===== src/rtl/tcp_rx_fetch_ul.sv =====
// -----------------------------------------------------------------------------
// tcp_rx_fetch_ul
//
// User-side receive engine. It takes one TCP data notification at a time and
// fetches the announced payload from the stack:
//   - splits the notified length into read-package requests of at most
//     PKG_BYTES bytes each,
//   - accepts the rx-meta that answers each request,
//   - passes the payload beats straight through to the user with zero latency.
//     Only the final beat of the whole notification carries tlast downstream.
//   - reports one completion record per notification. Closed notifications
//     produce a record without fetching; zero-length notifications are dropped.
//
// Ports (all channels valid/ready, single clock aclk, async active-low aresetn)
//   s_tcp_notify_*   in  88b  {ign[87:81], closed[80], dst_port[79:64],
//                              ip[63:32], len[31:16], sid[15:0]}
//   m_tcp_rd_pkg_*   out 40b  {8'h0, len[31:16], sid[15:0]}
//   s_tcp_rx_meta_*  in  16b  sid
//   s_axis_tcp_rx_*  in  AXI4-Stream 512b data, 64b keep, last (from stack)
//   m_axis_tcp_rx_*  out AXI4-Stream 512b data, 64b keep, last (to user)
//   m_rx_done_*      out 40b  {6'h0, err[33], closed[32], bytes[31:16], sid[15:0]}
// -----------------------------------------------------------------------------
module tcp_rx_fetch_ul #(
  parameter int unsigned PKG_BYTES = 1024
) (
  input  logic         aclk,
  input  logic         aresetn,

  input  logic         s_tcp_notify_valid,
  output logic         s_tcp_notify_ready,
  input  logic [87:0]  s_tcp_notify_data,

  output logic         m_tcp_rd_pkg_valid,
  input  logic         m_tcp_rd_pkg_ready,
  output logic [39:0]  m_tcp_rd_pkg_data,

  input  logic         s_tcp_rx_meta_valid,
  output logic         s_tcp_rx_meta_ready,
  input  logic [15:0]  s_tcp_rx_meta_data,

  input  logic         s_axis_tcp_rx_tvalid,
  output logic         s_axis_tcp_rx_tready,
  input  logic [511:0] s_axis_tcp_rx_tdata,
  input  logic [63:0]  s_axis_tcp_rx_tkeep,
  input  logic         s_axis_tcp_rx_tlast,

  output logic         m_axis_tcp_rx_tvalid,
  input  logic         m_axis_tcp_rx_tready,
  output logic [511:0] m_axis_tcp_rx_tdata,
  output logic [63:0]  m_axis_tcp_rx_tkeep,
  output logic         m_axis_tcp_rx_tlast,

  output logic         m_rx_done_valid,
  input  logic         m_rx_done_ready,
  output logic [39:0]  m_rx_done_data
);

  localparam logic [15:0] PKG_LEN = 16'(PKG_BYTES);

  typedef enum logic [2:0] {
    ST_IDLE,
    ST_REQ,
    ST_META,
    ST_DATA,
    ST_DONE
  } state_e;

  // Number of valid bytes in a 64-byte beat (0..64).
  function automatic logic [6:0] popcount64(input logic [63:0] v);
    logic [6:0] acc;
    acc = '0;
    for (int i = 0; i < 64; i++) begin
      acc = acc + {6'b0, v[i]};
    end
    return acc;
  endfunction

  // ---------------------------------------------------------------------------
  // State
  // ---------------------------------------------------------------------------
  state_e      state_q,  state_d;
  logic [15:0] sid_q,    sid_d;
  logic [15:0] len_q,    len_d;     // notified length, for the completion check
  logic [15:0] rem_q,    rem_d;     // bytes not yet requested
  logic [16:0] cnt_q,    cnt_d;     // bytes received; bit 16 = overflow
  logic        err_q,    err_d;
  logic        closed_q, closed_d;
  logic        run_q;               // low from reset until the first clock edge

  // ---------------------------------------------------------------------------
  // Field extraction and handshakes
  // ---------------------------------------------------------------------------
  logic [15:0] ntf_sid;
  logic [15:0] ntf_len;
  logic        ntf_closed;
  logic        unused_ntf_bits;

  assign ntf_sid         = s_tcp_notify_data[15:0];
  assign ntf_len         = s_tcp_notify_data[31:16];
  assign ntf_closed      = s_tcp_notify_data[80];
  assign unused_ntf_bits = ^{s_tcp_notify_data[87:81], s_tcp_notify_data[79:32]};

  logic in_idle, in_req, in_meta, in_data, in_done;
  assign in_idle = (state_q == ST_IDLE);
  assign in_req  = (state_q == ST_REQ);
  assign in_meta = (state_q == ST_META);
  assign in_data = (state_q == ST_DATA);
  assign in_done = (state_q == ST_DONE);

  logic notify_hs, rd_pkg_hs, meta_hs, beat_hs, done_hs;
  assign notify_hs = s_tcp_notify_valid  && s_tcp_notify_ready;
  assign rd_pkg_hs = m_tcp_rd_pkg_valid  && m_tcp_rd_pkg_ready;
  assign meta_hs   = s_tcp_rx_meta_valid && s_tcp_rx_meta_ready;
  assign beat_hs   = s_axis_tcp_rx_tvalid && s_axis_tcp_rx_tready;
  assign done_hs   = m_rx_done_valid     && m_rx_done_ready;

  // Size of the next read-package request (16-bit unsigned min).
  logic [15:0] chunk;
  assign chunk = (rem_q < PKG_LEN) ? rem_q : PKG_LEN;

  logic [6:0] beat_bytes;
  assign beat_bytes = popcount64(s_axis_tcp_rx_tkeep);

  // Short, long or overflowed delivery is reported as an error unless the
  // notification was a close, which never fetches any data.
  logic done_err;
  assign done_err = err_q | cnt_q[16] | (!closed_q && (cnt_q != {1'b0, len_q}));

  // ---------------------------------------------------------------------------
  // Channel outputs. Valids depend only on state, never on the matching ready.
  // Data outputs are forced to zero whenever their channel is idle.
  // ---------------------------------------------------------------------------
  assign s_tcp_notify_ready   = run_q && in_idle;

  assign m_tcp_rd_pkg_valid   = in_req;
  assign m_tcp_rd_pkg_data    = in_req ? {8'h00, chunk, sid_q} : '0;

  assign s_tcp_rx_meta_ready  = in_meta;

  assign s_axis_tcp_rx_tready = in_data && m_axis_tcp_rx_tready;
  assign m_axis_tcp_rx_tvalid = in_data && s_axis_tcp_rx_tvalid;
  assign m_axis_tcp_rx_tdata  = in_data ? s_axis_tcp_rx_tdata : '0;
  assign m_axis_tcp_rx_tkeep  = in_data ? s_axis_tcp_rx_tkeep : '0;
  // Per-chunk tlast from the stack only ends the user packet on the last chunk.
  assign m_axis_tcp_rx_tlast  = in_data && s_axis_tcp_rx_tlast && (rem_q == 16'd0);

  assign m_rx_done_valid      = in_done;
  assign m_rx_done_data       = in_done ? {6'b0, done_err, closed_q, cnt_q[15:0], sid_q} : '0;

  // ---------------------------------------------------------------------------
  // Next-state logic
  // ---------------------------------------------------------------------------
  // NOTE: every variable written here gets its hold value first, so no path
  // through the case leaves one unassigned and no latch is inferred.
  always_comb begin
    state_d  = state_q;
    sid_d    = sid_q;
    len_d    = len_q;
    rem_d    = rem_q;
    cnt_d    = cnt_q;
    err_d    = err_q;
    closed_d = closed_q;

    unique case (state_q)
      ST_IDLE: begin
        if (notify_hs) begin
          sid_d = ntf_sid;
          len_d = ntf_len;
          cnt_d = '0;
          err_d = 1'b0;
          if (ntf_closed) begin
            closed_d = 1'b1;
            state_d  = ST_DONE;
          end else if (ntf_len != 16'd0) begin
            rem_d    = ntf_len;
            closed_d = 1'b0;
            state_d  = ST_REQ;
          end
          // A zero-length data notification is dropped: stay in IDLE.
        end
      end

      ST_REQ: begin
        if (rd_pkg_hs) begin
          rem_d   = rem_q - chunk;
          state_d = ST_META;
        end
      end

      ST_META: begin
        if (meta_hs) begin
          if (s_tcp_rx_meta_data != sid_q) begin
            err_d = 1'b1;
          end
          state_d = ST_DATA;
        end
      end

      ST_DATA: begin
        if (beat_hs) begin
          cnt_d = cnt_q + {10'b0, beat_bytes};
          // Keep the overflow bit sticky even if the count wraps further.
          cnt_d[16] = cnt_d[16] | cnt_q[16];
          if (s_axis_tcp_rx_tlast) begin
            state_d = (rem_q != 16'd0) ? ST_REQ : ST_DONE;
          end
        end
      end

      ST_DONE: begin
        if (done_hs) begin
          state_d = ST_IDLE;
        end
      end

      default: state_d = ST_IDLE;
    endcase
  end

  // ---------------------------------------------------------------------------
  // Registers
  // ---------------------------------------------------------------------------
  // NOTE: state is updated with non-blocking assignments so every flop samples
  // the pre-edge values, independent of statement order.
  always_ff @(posedge aclk or negedge aresetn) begin
    if (!aresetn) begin
      state_q  <= ST_IDLE;
      sid_q    <= '0;
      len_q    <= '0;
      rem_q    <= '0;
      cnt_q    <= '0;
      err_q    <= 1'b0;
      closed_q <= 1'b0;
      run_q    <= 1'b0;
    end else begin
      state_q  <= state_d;
      sid_q    <= sid_d;
      len_q    <= len_d;
      rem_q    <= rem_d;
      cnt_q    <= cnt_d;
      err_q    <= err_d;
      closed_q <= closed_d;
      run_q    <= 1'b1;
    end
  end

endmodule


===== config.mk =====
export PLATFORM = sky130hd
export DESIGN_NAME = tcp_rx_fetch_ul
export DESIGN_NICKNAME = d
export VERILOG_FILES = /design/src/rtl/tcp_rx_fetch_ul.sv
export SDC_FILE = /design/constraint.sdc
export NUM_CORES = 1
export LEC_CHECK = 0
export ABC_AREA = 1
export ABC_CLOCK_PERIOD_IN_PS = 6900
export CORE_AREA = 5 5 529 531
export CTS_CLUSTER_DIAMETER = 30
export DETAILED_ROUTE_END_ITERATION = 6
export DIE_AREA = 0 0 534 536
export GPL_ROUTABILITY_DRIVEN = 0
export SETUP_SLACK_MARGIN = 0.3
export SKIP_LAST_GASP = 1
export SLEW_MARGIN = 20
export SYNTH_ARGS = -nofsm -noshare
export SYNTH_HDL_FRONTEND = slang
export SYNTH_SLANG_ARGS = --single-unit

===== constraint.sdc =====
create_clock -name aclk -period 6.9 [get_ports aclk]
set_input_delay 1.38 -clock aclk [delete_from_list [all_inputs] [get_ports aclk]]
set_output_delay 1.38 -clock aclk [all_outputs]
set_load 0.005 [all_outputs]

==> run metrics, run 1 <==
status=finished with violations; failing checks=setup timing; Residual DRC=0; Fin. Hold Viols=0; Final nets=about 4100; post-route cell area=0.0292 mm2; Ports=1352; CTS tree=yes; DR WL/cell=32.7 um; CP endpoint kind=flip-flop; CTS Buf Count=9; max-slew violation count=0; Relative slew margins=0.354; first-pass GRT wire length=263 mm; starting density of the core=0.0397; clock latency on the worst-skew pair=0.35 ns; Distinct cells, synth=39; synthesis warning total=0; r2r setup slk=0.82 ns; vias in the first global route=16968; Leak=roughly 13 nW; initial antenna violation count=375; Die Area=0.286 mm2; via count=18524; CP Data Arrival Time=7.71 ns; hold buffers post-CTS=0; hold crit path type=reg -> reg; Cells after Synth=2034; DRT Pass-1 Iters=6; CP peak stage delay=0.53 ns; largest net degree at the start of global routing=128; die width=534 um; startpoint types=input pin; die height=about 540 um; cell area after synthesis=0.0109 mm2; unrepaired setup endpoints after global routing=true; slack of the critical path=-0.545 ns; row cnt=193; sequential share of the synthesized area=0.163; maximum vdd ir drop=a little over 0.001 V; port buffer count=roughly 1300; Reg2Reg Capture Point=cnt_q[2]; core footprint=roughly 0.28 mm2; skew final=0.0126 ns; H-tree depth=3; crit path kind=in -> reg; HP Start=err_q; CTS clk-pin slew, worst paths=0.07 ns; Tot Pwr=10.7 mW; fmax=0.134 GHz; CP max FO=2; share of cells above drive strength 1=0.0575; Placed Area=0.0285 mm2; slew of the pin with the lowest slew margin=0.966 ns; clock sinks=71; FF-to-FF Start=cnt_q[0]; post-DP HPWL=217 mm; cell repeated most along the worst path=fa_1; Mean Syn Cell Area=5.37 um2; routed wire length=229 mm; Worst Hold Path EP=err_q; Cell Pwr Density=368 mW/mm2; Final min period=~7.4 ns; Max stage delay cell, worst path=fa_2; hold-critical path depth=2; Cell Chain, Critical Path=clkdlybuf4s15_1 -> fa_1 -> buf_12 -> fa_1 -> inv_1 -> fa_2 -> fa_2 -> fa_1 -> buf_12 -> fa_1 -> fa_1 -> fa_1 -> fa_2 -> fa_2 -> buf_4 -> buf_6 -> buf_6 -> buf_6 -> buf_6 -> buf_6 -> xor2_1 -> o22ai_1; final setup violation count=13; global route overflow=0; vias per cell=2.64; DR iter-0 viols=about 1100; Final Cycle Share=1.08; Max clock buf depth=2; DRT antenna net count=0; register bit total from synthesis=71; GRT Util Overall=0.153; Worst Path Required=7.17 ns; max cap viols=0; root buffer cell=clkbuf_16; area delta synth->final=167%; r2r worst-path depth=19
## placed cells by master (no fill, tap or decap), types with 3 or more instances in the layout
| master | synthesis | final |
|---|---|---|
| clkdlybuf4s50_1 | 0 | 1248 |
| inv_1 | 718 | 695 |
| nor2_1 | 668 | 667 |
| nand2_1 | 150 | 145 |
| diode_2 | 0 | 83 |
| dfrtp_1 | 71 | 71 |
| buf_4 | 20 | 68 |
| o21ai_0 | 60 | 54 |
| fa_1 | 56 | 44 |
| ha_1 | 29 | 29 |
| inv_2 | 4 | 25 |
| conb_1 | 2 | 21 |
| dlygate4sd2_1 | 0 | 20 |
| nor3_1 | 20 | 19 |
| nand3_1 | 24 | 19 |
| xnor2_1 | 17 | 17 |
| nand4_1 | 16 | 16 |
| a21oi_1 | 20 | 16 |
| o21ai_1 | 12 | 16 |
| fa_2 | 0 | 12 |
| or2_2 | 11 | 11 |
| xor2_1 | 11 | 11 |
| clkbuf_16 | 0 | 9 |
| buf_6 | 1 | 9 |
| nand2_2 | 4 | 8 |
| o22ai_1 | 8 | 8 |
| buf_12 | 0 | 8 |
| a21oi_2 | 2 | 6 |
| nor2_2 | 3 | 4 |
| o21ai_2 | 2 | 4 |
| nand3b_1 | 3 | 3 |
| o211ai_1 | 3 | 3 |
| nand3_2 | 0 | 3 |
| a31oi_1 | 3 | 3 |
## timing repair
action	4_1_cts	5_1_grt
gates resized for setup	90	17
hold endpoints to repair	0	0
setup endpoints to repair	17	16
setup buffers	7	2
pin swaps	43	11
## Yosys cell counts
| cell | count | area share |
|---|---|---|
| o31ai_1 | 1 | 0.00069 |
| o21ai_0 | 60 | 0.027 |
| buf_4 | 20 | 0.014 |
| dfrtp_1 | 71 | 0.16 |
| buf_1 | 6 | 0.0021 |
| nor2_2 | 3 | 0.0017 |
| nor2_4 | 2 | 0.0021 |
| inv_1 | 718 | 0.25 |
| conb_1 | 2 | 0.00069 |
| nand3_1 | 24 | 0.011 |
| clkbuf_1 | 72 | 0.025 |
| inv_2 | 4 | 0.0014 |
| nor3_1 | 20 | 0.0092 |
| a21oi_1 | 20 | 0.0092 |
| xor2_1 | 11 | 0.0088 |
| nor3_4 | 1 | 0.0015 |
| o211ai_1 | 3 | 0.0021 |
| o21ai_1 | 12 | 0.0055 |
| o21bai_1 | 2 | 0.0014 |
| clkinv_2 | 1 | 0.00046 |
| nor3_2 | 1 | 0.00092 |
| fa_1 | 56 | 0.10 |
| nor2_1 | 668 | 0.23 |
| o22ai_1 | 8 | 0.0046 |
| buf_2 | 7 | 0.0032 |
| a21boi_0 | 1 | 0.00069 |
| nand2_2 | 4 | 0.0023 |
| a211oi_1 | 1 | 0.00069 |
| xnor2_1 | 17 | 0.014 |
| ha_1 | 29 | 0.033 |
| nand4_1 | 16 | 0.0092 |
| nand3b_1 | 3 | 0.0021 |
| buf_6 | 1 | 0.0010 |
| nand2_4 | 1 | 0.0010 |
| or2_2 | 11 | 0.0063 |
| nand2_1 | 150 | 0.052 |
| a31oi_1 | 3 | 0.0017 |
| o21ai_2 | 2 | 0.0016 |
| a21oi_2 | 2 | 0.0016 |
## per-layer routing
layer / GRT usage / wire [um] / vias up
li1: - / - / 8218
met3: 0.131 / 42900 / 434
met2: 0.218 / 90500 / 1475
met5: 0.0145 / 2070 / -
met4: 0.0185 / 3770 / 248
met1: 0.175 / 89800 / 8149
## flip-flops by register name (all words and copies together), names as in the netlist
register / count
rem_q: 16
sid_q: 16
run_q: 1
err_q: 1
closed_q: 1
cnt_q: 17
len_q: 16
state_q: 3
## cells by family after synthesis
logic type | share of synthesized area
AOI/OAI and AO/OA | 0.0571
buffers and inverters | 0.293
and+or+nand+nor | 0.328
other | 0.000687
adders and majority gates | 0.136
DFF | 0.163
xor gates and xnor gates | 0.0224
## power breakdown
part / internal, mW / switching [mW]
Combinational: 4.45 / 5.04
Sequential: 0.579 / 0.141
Clock: 0.337 / 0.196
## stage by stage
step / hold WS [ns] / setup TNS [ns] / instances / worst slack [ns] / utilization
floorplan: 0.442 / -0.136 / 2053 / -0.0726 / -
global placement: 0.459 / -16.01 / 6905 / -1.32 / 0.104
detailed placement: 0.470 / -16.59 / 6905 / -1.33 / 0.104
CTS: 0.486 / -4.21 / 6927 / -0.536 / 0.105
global route: 0.507 / -7.04 / 6970 / -0.780 / 0.106
finish: 0.480 / -4.23 / 7012 / -0.545 / 0.106
## cell type report
| cell class | instances | area, um2 |
|---|---|---|
| Antenna cell | 83 | 208 |
| Fill cell | 32088 | 246000 |
| Clock buffer | 11 | 253 |
| Timing Repair Buffer | 1360 | 13500 |
| Inverter | 723 | 2720 |
| Sequential cell | 71 | 1780 |
| Clock inverter | 4 | 77.6 |
| Tap cell | 3607 | 4510 |
| Multi-Input combinational cell | 1153 | 6140 |
## critical path, delay by kind of cell
family | cells | cell delay [ns]
compound gates | 1 | 0.15
buf+inv | 10 | 1.25
fa+ha+maj | 10 | 4.75
xor+xnor | 1 | 0.13
## how the worst max path moves through the flow
stage	cells after the start	from	endpoint
final	22	s_axis_tcp_rx_tkeep[41]	cnt_q[2]
after global routing	23	s_axis_tcp_rx_tkeep[3]	cnt_q[14]
after CTS	24	s_axis_tcp_rx_tkeep[3]	cnt_q[12]
after detailed placement	23	s_axis_tcp_rx_tkeep[0]	cnt_q[14]
after global placement	24	s_axis_tcp_rx_tkeep[0]	cnt_q[12]
after floorplan	22	s_axis_tcp_rx_tkeep[17]	cnt_q[12]
No activity file was read; power rests on OpenSTA's default activity.
==> run 2, diff against run 1 <==
- RECOVER_POWER: not set -> 50
- SLEW_MARGIN: 20 -> not set
==> run metrics, run 2 (same netlist as run 1, synthesis figures left out) <==
first-pass GRT wire length=263 mm (unchanged); Fin Setup TNS=-4.27 ns (-0.0418 ns); Residual DRC=0 (unchanged); slack of the critical path=-0.548 ns (-0.00356 ns); Cell Pwr Density=365 mW/mm2 (-0.84%); max reg flops=17 (unchanged); global route overflow=0 (unchanged); Max clock buf depth=2 (unchanged); cell repeated most along the worst path=fa_1; fmax=0.134 GHz (about the same); vias in the first global route=16968 (unchanged); largest net degree at the start of global routing=128 (unchanged); post-route cell area=0.0291 mm2 (-0.29%); CP endpoint kind=flip-flop; vias per cell=2.64 (-0.21%); crit path kind=in -> reg; area delta synth->final=166%; Cell Chain, Critical Path=clkdlybuf4s15_1 -> fa_1 -> buf_12 -> fa_1 -> inv_1 -> fa_2 -> fa_2 -> fa_1 -> buf_12 -> fa_1 -> fa_1 -> fa_1 -> fa_2 -> fa_2 -> buf_4 -> buf_6 -> buf_6 -> buf_6 -> buf_6 -> buf_6 -> xor2_1 -> o22ai_1; via count=18493 (-0.17%); startpoint types=input pin; CTS clk-pin slew, worst paths=0.07 ns (about the same); share of cells above drive strength 1=0.0524 (-0.00512); CP max FO=2 (unchanged); hold crit path type=reg -> reg; CTS Buf Count=9 (unchanged); most common cell after layout, fill and taps aside=clkdlybuf4s50_1; Clk pwr share=0.050 (about the same); highest-count cells in the layout ignoring fill and taps=998 x clkdlybuf4s50_1, 698 x inv_1, 669 x nor2_1, 250 x dlygate4sd3_1, 147 x nand2_1; Gate power share=0.883 (about the same); Final nets=4092 (unchanged); H-tree depth=3 (unchanged); starting density of the core=0.0397 (unchanged); P_int=5.27 mW (-1.7%); status=finished with violations; die width=534 um (unchanged); hold buffers post-CTS=0 (unchanged); root buffer cell=clkbuf_16; Worst Path Required=7.17 ns (about the same); CTS tree=yes; DRT antenna net count=0 (unchanged); final setup violation count=13 (unchanged); CP Data Arrival Time=7.72 ns (about the same); Relative slew margins=-1.39 (-1.75); Final Cycle Share=1.08 (about the same); Fin. Hold Viols=0 (unchanged); unrepaired setup endpoints after global routing=true; core footprint=0.275 mm2 (unchanged); GRT Util Overall=0.153 (unchanged); max-slew violation count=148 (+148); slew of the pin with the lowest slew margin=3.59 ns (+2.62 ns); Biggest register=cnt_q; row cnt=193 (unchanged); Sw Ratio=0.504 (+0.00295); maximum vdd ir drop=0.00102 V (-0.18%); Placed Area=0.0285 mm2 (unchanged); Ports=1352 (unchanged); Hold WS=0.480 ns (+0.000436 ns); skew final=0.0125 ns (-0.000113 ns); die height=536 um (unchanged); r2r setup slk=0.73 ns (-0.09 ns); failing checks=capacitance limit, slew limit, setup timing; clock sinks=71 (unchanged); Die Area=0.286 mm2 (unchanged); max cap viols=3 (+3); Seq pwr share=0.067 (about the same); Max stage delay cell, worst path=fa_2; CP peak stage delay=0.53 ns (about the same); routed wire length=229 mm (about the same); port buffer count=1277 (unchanged); Switching Power=5.35 mW (-0.54%); clock latency on the worst-skew pair=0.35 ns (about the same); post-DP HPWL=217 mm (unchanged); Leak=13.7 nW (+6.1%); DR WL/cell=32.6 um (-0.12%); initial antenna violation count=376 (+0.27%); Final min period=7.45 ns (+0.00355 ns); DRT Pass-1 Iters=6 (unchanged); DR iter-0 viols=1084 (+1.1%)
-- run 2: cell count changes in the layout (fill, tap and decap cells not counted), moves of 3 or more --
cell / before / now
dlygate4sd3_1: 0 / 250
clkbuf_1: 0 / 7
diode_2: 83 / 86
inv_1: 695 / 698
buf_4: 68 / 59
o21ai_0: 54 / 61
inv_2: 25 / 22
o21ai_1: 16 / 9
clkdlybuf4s50_1: 1248 / 998
-- run 2: through the flow --
stage / utilization / setup WS, ns / std cells / power (mW)
2_1_floorplan: - / -0.0726 / 2053 / 4.68
3_3_place_gp: 0.104 / -1.32 / 6905 / 9.09
5_1_grt: 0.105 / -0.780 / 6970 / 11.5
6_report: 0.106 / -0.548 / 7015 / 10.6
3_5_place_dp: 0.104 / -1.33 / 6905 / 9.19
4_1_cts: 0.105 / -0.536 / 6927 / 10.6
-- run 2: worst paths after layout --
path,to,startpoint,depth (start not counted)
setup / recovery,cnt_q[2],s_axis_tcp_rx_tkeep[41],22
hold / removal,err_q,err_q,2
setup reg to reg,cnt_q[2],cnt_q[0],19
hold reg to reg,err_q,err_q,2
max in group asynchronous,rem_q[14],aresetn,2
min in group asynchronous,cnt_q[0],aresetn,1
-- run 2: critical path: cells and delay by family --
kind | cells | cell delay [ns]
fa+ha+maj | 10 | 4.74
compound gates | 1 | 0.15
xor+xnor | 1 | 0.13
buf+inv | 10 | 1.25
-- run 2: timing repair --
action	CTS	global route
resized for setup	90	17
pin swaps	43	11
hold endpoints to repair	0	0
endpoints found under the setup margin	17	16
buffers inserted	7	2
cloned	0	0
-- run 2: layer usage --
metal	GRT usage	share of wire
met4	0.0185	0.016
met2	0.218	0.40
met3	0.131	0.19
met5	0.0145	0.0090
met1	0.175	0.39
-- run 2: layout make-up --
class | instances | area [um2]
clock buffers | 11 | 253
well taps | 3607 | 4510
repair buffers | 1360 | 13400
clock inverters | 4 | 77.6
diodes | 86 | 215
flip-flops and latches | 71 | 1780
multi-input cells | 1153 | 6110
inverters | 723 | 2720
fillers | 32100 | 246000
-- run 2: power by group through the flow --
| stage | combinational [mW] | sequential, mW | clock (mW) |
|---|---|---|---|
| 4_1_cts | 9.37 | 0.719 | 0.538 |
| 6_report | 9.37 | 0.714 | 0.532 |
| 3_5_place_dp | 8.46 | 0.726 | 0 |
| 5_1_grt | 10.3 | 0.733 | 0.554 |
| 3_3_place_gp | 8.37 | 0.719 | 0 |
| 2_1_floorplan | 4.00 | 0.681 | 0 |
